File: src/rtl/clock_divide_multi.sv
// -----------------------------------------------------------------------------
// clock_divide_multi
//
// Multi-channel programmable clock divider. Each of CHANNELS channels counts
// clock_in cycles from 0 to div-1 and produces a registered divided level
// (clk_out, high while cnt < high) and a one-cycle period-start pulse (tick).
// A channel's divisor, high time and enable are reprogrammed at run time
// through a valid/ready config port. Writes to a running channel are held in
// a shadow register and applied at the next period boundary (wrap or sync_all),
// so the outputs never show a runt pulse. Writes to a disabled channel, or
// writes that land exactly on a boundary, take effect immediately.
//
// Ports:
//   clock_in   in   1         sole clock, rising edge
//   reset_n    in   1         asynchronous active-low reset
//   cfg_valid  in   1         config request
//   cfg_ready  out  1         target channel can accept (no shadow pending)
//   cfg_chan   in   CH_W      target channel
//   cfg_div    in   WIDTH     period in clock_in cycles (values < 2 become 2)
//   cfg_high   in   WIDTH     high cycles per period
//   cfg_en     in   1         channel enable
//   sync_all   in   1         one-cycle pulse, restarts every enabled channel
//   clk_out    out  CHANNELS  divided clock levels (registered)
//   tick       out  CHANNELS  period-start pulses (registered)
//   pending    out  CHANNELS  shadow config waiting for a boundary
// -----------------------------------------------------------------------------
module clock_divide_multi #(
    parameter int                CH_W        = 2,
    parameter int                WIDTH       = 28,
    parameter logic [WIDTH-1:0]  DEFAULT_DIV = WIDTH'(14000000),
    localparam int               CHANNELS    = 2**CH_W
) (
    input  logic                clock_in,
    input  logic                reset_n,
    input  logic                cfg_valid,
    output logic                cfg_ready,
    input  logic [CH_W-1:0]     cfg_chan,
    input  logic [WIDTH-1:0]    cfg_div,
    input  logic [WIDTH-1:0]    cfg_high,
    input  logic                cfg_en,
    input  logic                sync_all,
    output logic [CHANNELS-1:0] clk_out,
    output logic [CHANNELS-1:0] tick,
    output logic [CHANNELS-1:0] pending
);

    localparam logic [WIDTH-1:0] DEFAULT_HIGH = DEFAULT_DIV >> 1;
    localparam logic [WIDTH-1:0] DIV_MIN      = WIDTH'(2);

    typedef struct packed {
        logic [WIDTH-1:0] div;
        logic [WIDTH-1:0] high;
        logic             en;
    } chan_cfg_t;

    localparam chan_cfg_t CFG_DEFAULT = '{div: DEFAULT_DIV, high: DEFAULT_HIGH, en: 1'b1};

    logic [WIDTH-1:0]    cnt    [CHANNELS];
    chan_cfg_t           active [CHANNELS];
    chan_cfg_t           shadow [CHANNELS];

    chan_cfg_t           cfg_new;
    logic                accept;
    logic [CHANNELS-1:0] hit;
    logic [CHANNELS-1:0] boundary;

    // Ready depends only on the target channel's pending flag, never on
    // cfg_valid, so the requester cannot form a combinational loop.
    assign cfg_ready = ~pending[cfg_chan];
    assign accept    = cfg_valid & cfg_ready;

    // NOTE: every signal written in always_comb gets a value before any
    // condition, otherwise an unassigned path infers a latch.
    always_comb begin
        cfg_new      = CFG_DEFAULT;
        cfg_new.div  = (cfg_div < DIV_MIN) ? DIV_MIN : cfg_div;
        cfg_new.high = cfg_high;
        cfg_new.en   = cfg_en;
    end

    // A boundary is the last count of a period or a sync_all pulse; only an
    // enabled channel has one (a disabled channel just sits at cnt=0).
    always_comb begin
        hit      = '0;
        boundary = '0;
        for (int i = 0; i < CHANNELS; i++) begin
            hit[i]      = accept && (cfg_chan == CH_W'(i));
            boundary[i] = active[i].en &&
                          (sync_all || (cnt[i] == active[i].div - 1'b1));
        end
    end

    // NOTE: sequential state uses non-blocking assignments so every register
    // samples the pre-edge values regardless of statement order.
    always_ff @(posedge clock_in or negedge reset_n) begin
        if (!reset_n) begin
            // NOTE: the per-channel arrays are plain flops, not RAM, so they
            // are all reset; this is what discards shadow values on reset.
            for (int i = 0; i < CHANNELS; i++) begin
                cnt[i]    <= '0;
                active[i] <= CFG_DEFAULT;
                shadow[i] <= CFG_DEFAULT;
            end
            pending <= '0;
            clk_out <= '0;
            tick    <= '0;
        end else begin
            for (int i = 0; i < CHANNELS; i++) begin
                // Outputs are decoded from the pre-edge count, so they lag
                // cnt by one cycle.
                clk_out[i] <= active[i].en && (cnt[i] < active[i].high);
                tick[i]    <= active[i].en && (cnt[i] == '0);

                if (hit[i] && (!active[i].en || boundary[i])) begin
                    // Disabled channel or boundary right now: apply directly.
                    active[i] <= cfg_new;
                    cnt[i]    <= '0;
                end else if (hit[i]) begin
                    // Mid-period on a running channel: defer to the boundary.
                    shadow[i]  <= cfg_new;
                    pending[i] <= 1'b1;
                    cnt[i]     <= cnt[i] + 1'b1;
                end else if (boundary[i]) begin
                    cnt[i] <= '0;
                    if (pending[i]) begin
                        active[i]  <= shadow[i];
                        pending[i] <= 1'b0;
                    end
                end else if (active[i].en) begin
                    cnt[i] <= cnt[i] + 1'b1;
                end else begin
                    cnt[i] <= '0;
                end
            end
        end
    end

endmodule

File: config.mk
export PLATFORM = sky130hd
export DESIGN_NAME = clock_divide_multi
export DESIGN_NICKNAME = d
export VERILOG_FILES = /design/src/rtl/clock_divide_multi.sv
export SDC_FILE = /design/constraint.sdc
export NUM_CORES = 1
export LEC_CHECK = 0
export CELL_PAD_IN_SITES_DETAIL_PLACEMENT = 1
export CELL_PAD_IN_SITES_GLOBAL_PLACEMENT = 2
export CORE_MARGIN = 5
export CORE_UTILIZATION = 43
export CTS_CLUSTER_DIAMETER = 100
export DETAILED_ROUTE_END_ITERATION = 12
export GPL_TIMING_DRIVEN = 0
export PLACE_DENSITY_LB_ADDON = 0.1
export REMOVE_ABC_BUFFERS = 1
export SLEW_MARGIN = 20
export SYNTH_ARGS = -nofsm -noshare
export SYNTH_HDL_FRONTEND = slang
export SYNTH_SLANG_ARGS = --single-unit
File: constraint.sdc
create_clock -name clock_in -period 5.03 [get_ports clock_in]
set_input_delay 1.006 -clock clock_in [delete_from_list [all_inputs] [get_ports clock_in]]
set_output_delay 1.006 -clock clock_in [all_outputs]
set_load 0.005 [all_outputs]
Word level (Yosys, flattened, before mapping) --
Cells that the tools add are included.
Word-level totals: logic and storage cells 169, input port bits 63, output and inout bits 13, flip-flop bits (word level) 580
Cells by class: magnitude comparators 6, bitwise operators 6, $add $sub $neg 8, reduce and logical (&&, ||, !) cells 61, eq/ne operators 11, muxes and demuxes 43
Operators with widths (count):
- 57-bit 2-to-1 mux | 16
- 28-bit 2-to-1 mux | 17
- 28-bit by 1-bit adder with 28-bit output, second input constant | 4
- 28-bit equality test | 4
- 28-bit logical NOT | 4
- 28-bit < comparator | 4
- 28-bit by 1-bit subtractor with 28-bit output, second input constant | 4
- 28-bit by 2-bit < comparator with 1-bit output, second input constant | 1
- 2-bit nonzero test | 12
- 1-bit logical AND | 20
- 2-bit AND reduction | 8
- 3-bit AND reduction | 4
- 1-bit 2-to-1 mux | 9
- 1-bit logical OR | 8
- 2-bit by 1-bit != test with 1-bit output, second input constant | 4
- 1-bit inverter | 5
- 2-bit equality test, second input constant | 2
- 1-bit logical NOT | 4
- 2-bit by 3-bit < comparator with 1-bit output, second input constant | 1
- 1-bit binary-select mux with 2-bit select | 1
- 2-bit by 1-bit equality test with 1-bit output, second input constant | 1
- 2-bit logical NOT | 1
- 1-bit bitwise AND | 1

Logic depth before layout (Yosys ltp) --
depth after elaboration 8, gate-level depth with buffers 15, mapped depth without buffers 11

Least setup slack after synthesis --
Ideal clock, no wire load.
kind flip-flop to flip-flop, from register active[86] (netlist name), to register active[100] (netlist name), cell stages (with the launch flop) 14, library setup time 125 ps, setup slack 1064 ps, period minus slack after synthesis 3966 ps, data arrival time 3841 ps, path buffers 2, data required time 4905 ps, cell sequence dfrtp_1 > inv_1 > ha_1 > nor4b_1 > nand4_1 > nor4bb_1 > xnor2_1 > nor4_1 > nand4_1 > o41ai_1 > buf_2 > buf_4 > mux2_2 > mux2_2
Between the ends: cells in the longest elaborated chain, start to end 8, elaborated cells between the ends (all ways) 11, classes of those cells add/sub (1); eq/ne (2); mux (1); reduce/logical (7)
Ends and longest elaborated chain:
- start: declaration | RTL line 59 | chan_cfg_t active [CHANNELS];
- start signal: indexed assignment | RTL line 116 | active[i] <= cfg_new;
- start signal: indexed assignment | RTL line 126 | active[i] <= shadow[i];
- 28-bit by 1-bit subtractor with 28-bit output (*) | RTL line 89 | (sync_all || (cnt[i] == active[i].div - 1'b1));
- 28-bit equality test (*) | RTL line 89
- 1-bit logical OR (*) | RTL line 89
- 1-bit logical AND (*) | RTL line 88 | boundary[i] = active[i].en &&
- 1-bit logical OR | RTL line 114 | if (hit[i] && (!active[i].en || boundary[i])) begin
- 1-bit logical AND | RTL line 114
- 2-bit by 1-bit != test with 1-bit output (no line) / 2-bit nonzero test (equally long branches)
- 3-bit AND reduction (no line)
Mark *: on every way between the ends. The rest lies on a longest branch, timed or not. A chain may end at the register's enable or synchronous reset.

Final worst setup path --
from register active[204] (netlist name), to register shadow[204] (netlist name)
Between the ends: cells in the longest elaborated chain, start to end 8
Ends and longest elaborated chain:
- 28-bit by 1-bit subtractor with 28-bit output | RTL line 89
- 28-bit equality test | RTL line 89
- 1-bit logical OR | RTL line 89
- 1-bit logical AND | RTL line 88
- 1-bit logical OR | RTL line 114
- 1-bit logical AND | RTL line 114
- 1-bit inverter (no line)
- 2-bit AND reduction (no line)
- end signal: indexed assignment | RTL line 120 | shadow[i] <= cfg_new;
- end: declaration | RTL line 60 | chan_cfg_t shadow [CHANNELS];
No other way between the ends.

==> results.cfg <==
[floorplan]
die_x_um = 286
die_y_um = 286
start_util = 0.433
ioPinCount = 76
coreArea_sq_um = 75800
fp.dieArea_sq_um = 81900
rows = 101

[clock_tree]
cts.sinks = 580
cts.reportedPaths.clkPinSlew_ps = 60
htree_levels = 3
clkLatencyLatePin_ps = 630
hold_buffers = 0
numCtsBuffers = 71
cts_max_path_buffers = 3
cts_tree = yes
cts-root-buf = clkbuf_16

[worst_setup_path]
crit_path_start_kind = flop
timing.critical_path.cells = nor4_1 > nand4b_1 > buf_4 > o21a_1 > o211a_1 > o32ai_1 > nor4_2 > or3b_4 > nor4b_4 > buf_6 > buf_6 > buf_6 > buf_6 > mux2_2
arrival_ps = 5270
crit_top_cell = buf_6
critPathBufInv = 5
critPathTopFamily = simple AND/OR/NAND/NOR gates
crit_path_top_delay_cell = or3b_4
end_kind = flop
slowest_delay_ps = 580
r2r_cells = 14
path_class = reg2reg
cp.depth = 14
cp.required_ps = 5520
crit_fanout = 30

[place]
gp_congestion = 0.839
port_buffers = 75
placed_cell_area_sq_um = 34900
hpwl_mm = 71.0
pre_cts_ws_ps = -710
dp_cells = 3893

[timing]
finalCritPeriodShare = 0.949
finalSetupViolCount = 0
setup_slack_ps = 258
grt_setup_unrepaired = no
worst_pin_slew_ps = 1110
period_minus_slack_ps = 4770
finalHoldViolations = 0
fin_skew_ps = 19.3
slew-limit-headroom = 0.258
clock.fmax_mhz = 210
final_max_slew_viol_count = 0

[power]
p_int_uw = 13300
p_sw_uw = 6750
pwr-share-clk = 0.263
pwr-share-comb = 0.304
power_density_nw_per_um2 = 534
seqPwrFrac = 0.433
swShare = 0.337
ir_drop_uv = 309
leakagePower_uw = 0.0160

[synth]
synth_edf_count = 0
ys_seq_area_frac = 0.450
synth_area_leaders = dfrtp_1, dfstp_2, mux2_2, ha_1, xnor2_1
synth_flop_cell = dfrtp_1
async_flop_share = 1.00
synth_most_common_cell = mux2_2
yosysTopAreaCellShare = 0.290
syn_inst = 2989
synth_common_cells = mux2_2, dfrtp_1, dfstp_2
synth-seq-cells = 580
yosysWarnings = 0
ys_types = 85
avgSynthCellArea_sq_um = 11.0
synth_area_sq_um = 32800
synth_area_leader_cell = dfrtp_1

[outcome]
status = completed

[drt]
drc = 0
ant_nets = 0
dr.pass1.iters = 5
first_iter_violations = 1342
drt-total-wl_mm = 103
vias = 24200
wl_per_cell_um = 25.5
viasPerCell = 6.00

[grt]
grt_max_degree = 101
grt_pass1_wl_mm = 160
grt_pass1_vias = 26200
grt-ovfl-total = 0
antenna_found_initial = 4
track_usage = 0.250

[finish]
layout.nets = 3182
drive_gt1_frac = 0.295
fin_area_sq_um = 37400
area_growth_pct = 14.1
final_cells = 4038

[hold_path]
min_path_type = in2async

[job]
maxCapViolations = 0
==> flip-flops by register name (all words and copies together), names as in the netlist <==
name	count
cnt	112
pending	4
clk_out	4
active	228
tick	4
shadow	228
==> logic make-up after synthesis <==
family,after synthesis,share of synthesized area
mux,462,0.159
buf+inv,363,0.0457
compound gates,462,0.110
flops,580,0.450
xor+xnor,240,0.0641
fa+ha+maj,120,0.0458
simple gates,762,0.126
==> routing by layer <==
metal,track usage,vias up,wire (um),part of all wire
met1,0.341,12700,46500,0.45
met4,0.0846,0,3880,0.038
met3,0.0358,163,3950,0.038
li1,-,11000,-,-
met2,0.411,386,48800,0.47
met5,0,-,0,0
==> timing repair <==
item | in CTS | in global routing
buffers inserted | 5 | 5
resized for setup | 10 | 3
cloned | 0 | 1
endpoints found under the hold margin | 0 | 0
pin swaps | 2 | 3
endpoints found under the setup margin | 305 | 89
==> placed cells by master, fill, tap and decap left out, drive strengths merged, types with 9 or more instances in the layout <==
cell type | synthesis | routed
a31oi | 66 | 66
or4 | 21 | 21
nor4 | 65 | 65
nand4 | 109 | 109
dfrtp | 380 | 380
nor3 | 60 | 60
a211oi | 10 | 10
nor2b | 20 | 20
xnor2 | 129 | 129
nand4b | 9 | 9
o22ai | 61 | 61
a21oi | 43 | 43
nand2b | 21 | 22
dfstp | 200 | 200
nand3 | 75 | 75
ha | 120 | 120
a21o | 47 | 47
clkdlybuf4s50 | 0 | 74
or3 | 17 | 17
mux2 | 453 | 453
clkbuf | 141 | 105
o311ai | 9 | 9
inv | 147 | 152
nor4b | 12 | 12
a2bb2oi | 110 | 110
nor2 | 195 | 195
xor2 | 111 | 111
o21ai | 40 | 40
and4 | 12 | 12
buf | 75 | 78
and3 | 30 | 30
clkinv | 0 | 14
nand2 | 73 | 73
==> layout make-up <==
| class | instances | area, sq um |
|---|---|---|
| inverters | 147 | 552 |
| well taps | 978 | 1220 |
| repair buffers | 152 | 1750 |
| flip-flops and latches | 580 | 14800 |
| fillers | 7961 | 38400 |
| diodes | 2 | 5.00 |
| clock inverters | 27 | 324 |
| multi-input cells | 2047 | 16800 |
| clock buffers | 105 | 2050 |
==> worst paths after layout <==
kind,from,end,slack [ps]
max,active[204],shadow[204],260
min,reset_n,active[173],240
max reg2reg,active[204],shadow[204],260
min reg2reg,shadow[26],shadow[26],500
max in group asynchronous,reset_n,shadow[51],3090
min in group clock_in,shadow[26],shadow[26],500
==> metrics by stage <==
stage                     hold slack [ps]  total power (uW)  utilization  setup TNS, ps
final                                 244             20000        0.494              0
after detailed placement              487             14700        0.460         -66170
after floorplan                       465             12600            -       -1158300
after global placement                476             14300        0.446              -
after global routing                  237             21200        0.494              0
after CTS                             218             20200        0.493              0
==> power groups by stage <==
stage,combinational [uW],sequential [uW],clock (uW)
global route,6740,8900,5580
detailed placement,6060,8680,0
finish,6080,8660,5270
floorplan,4560,8010,0
global placement,5710,8600,0
CTS,6130,8630,5400
(Power assumes the default switching activity.)
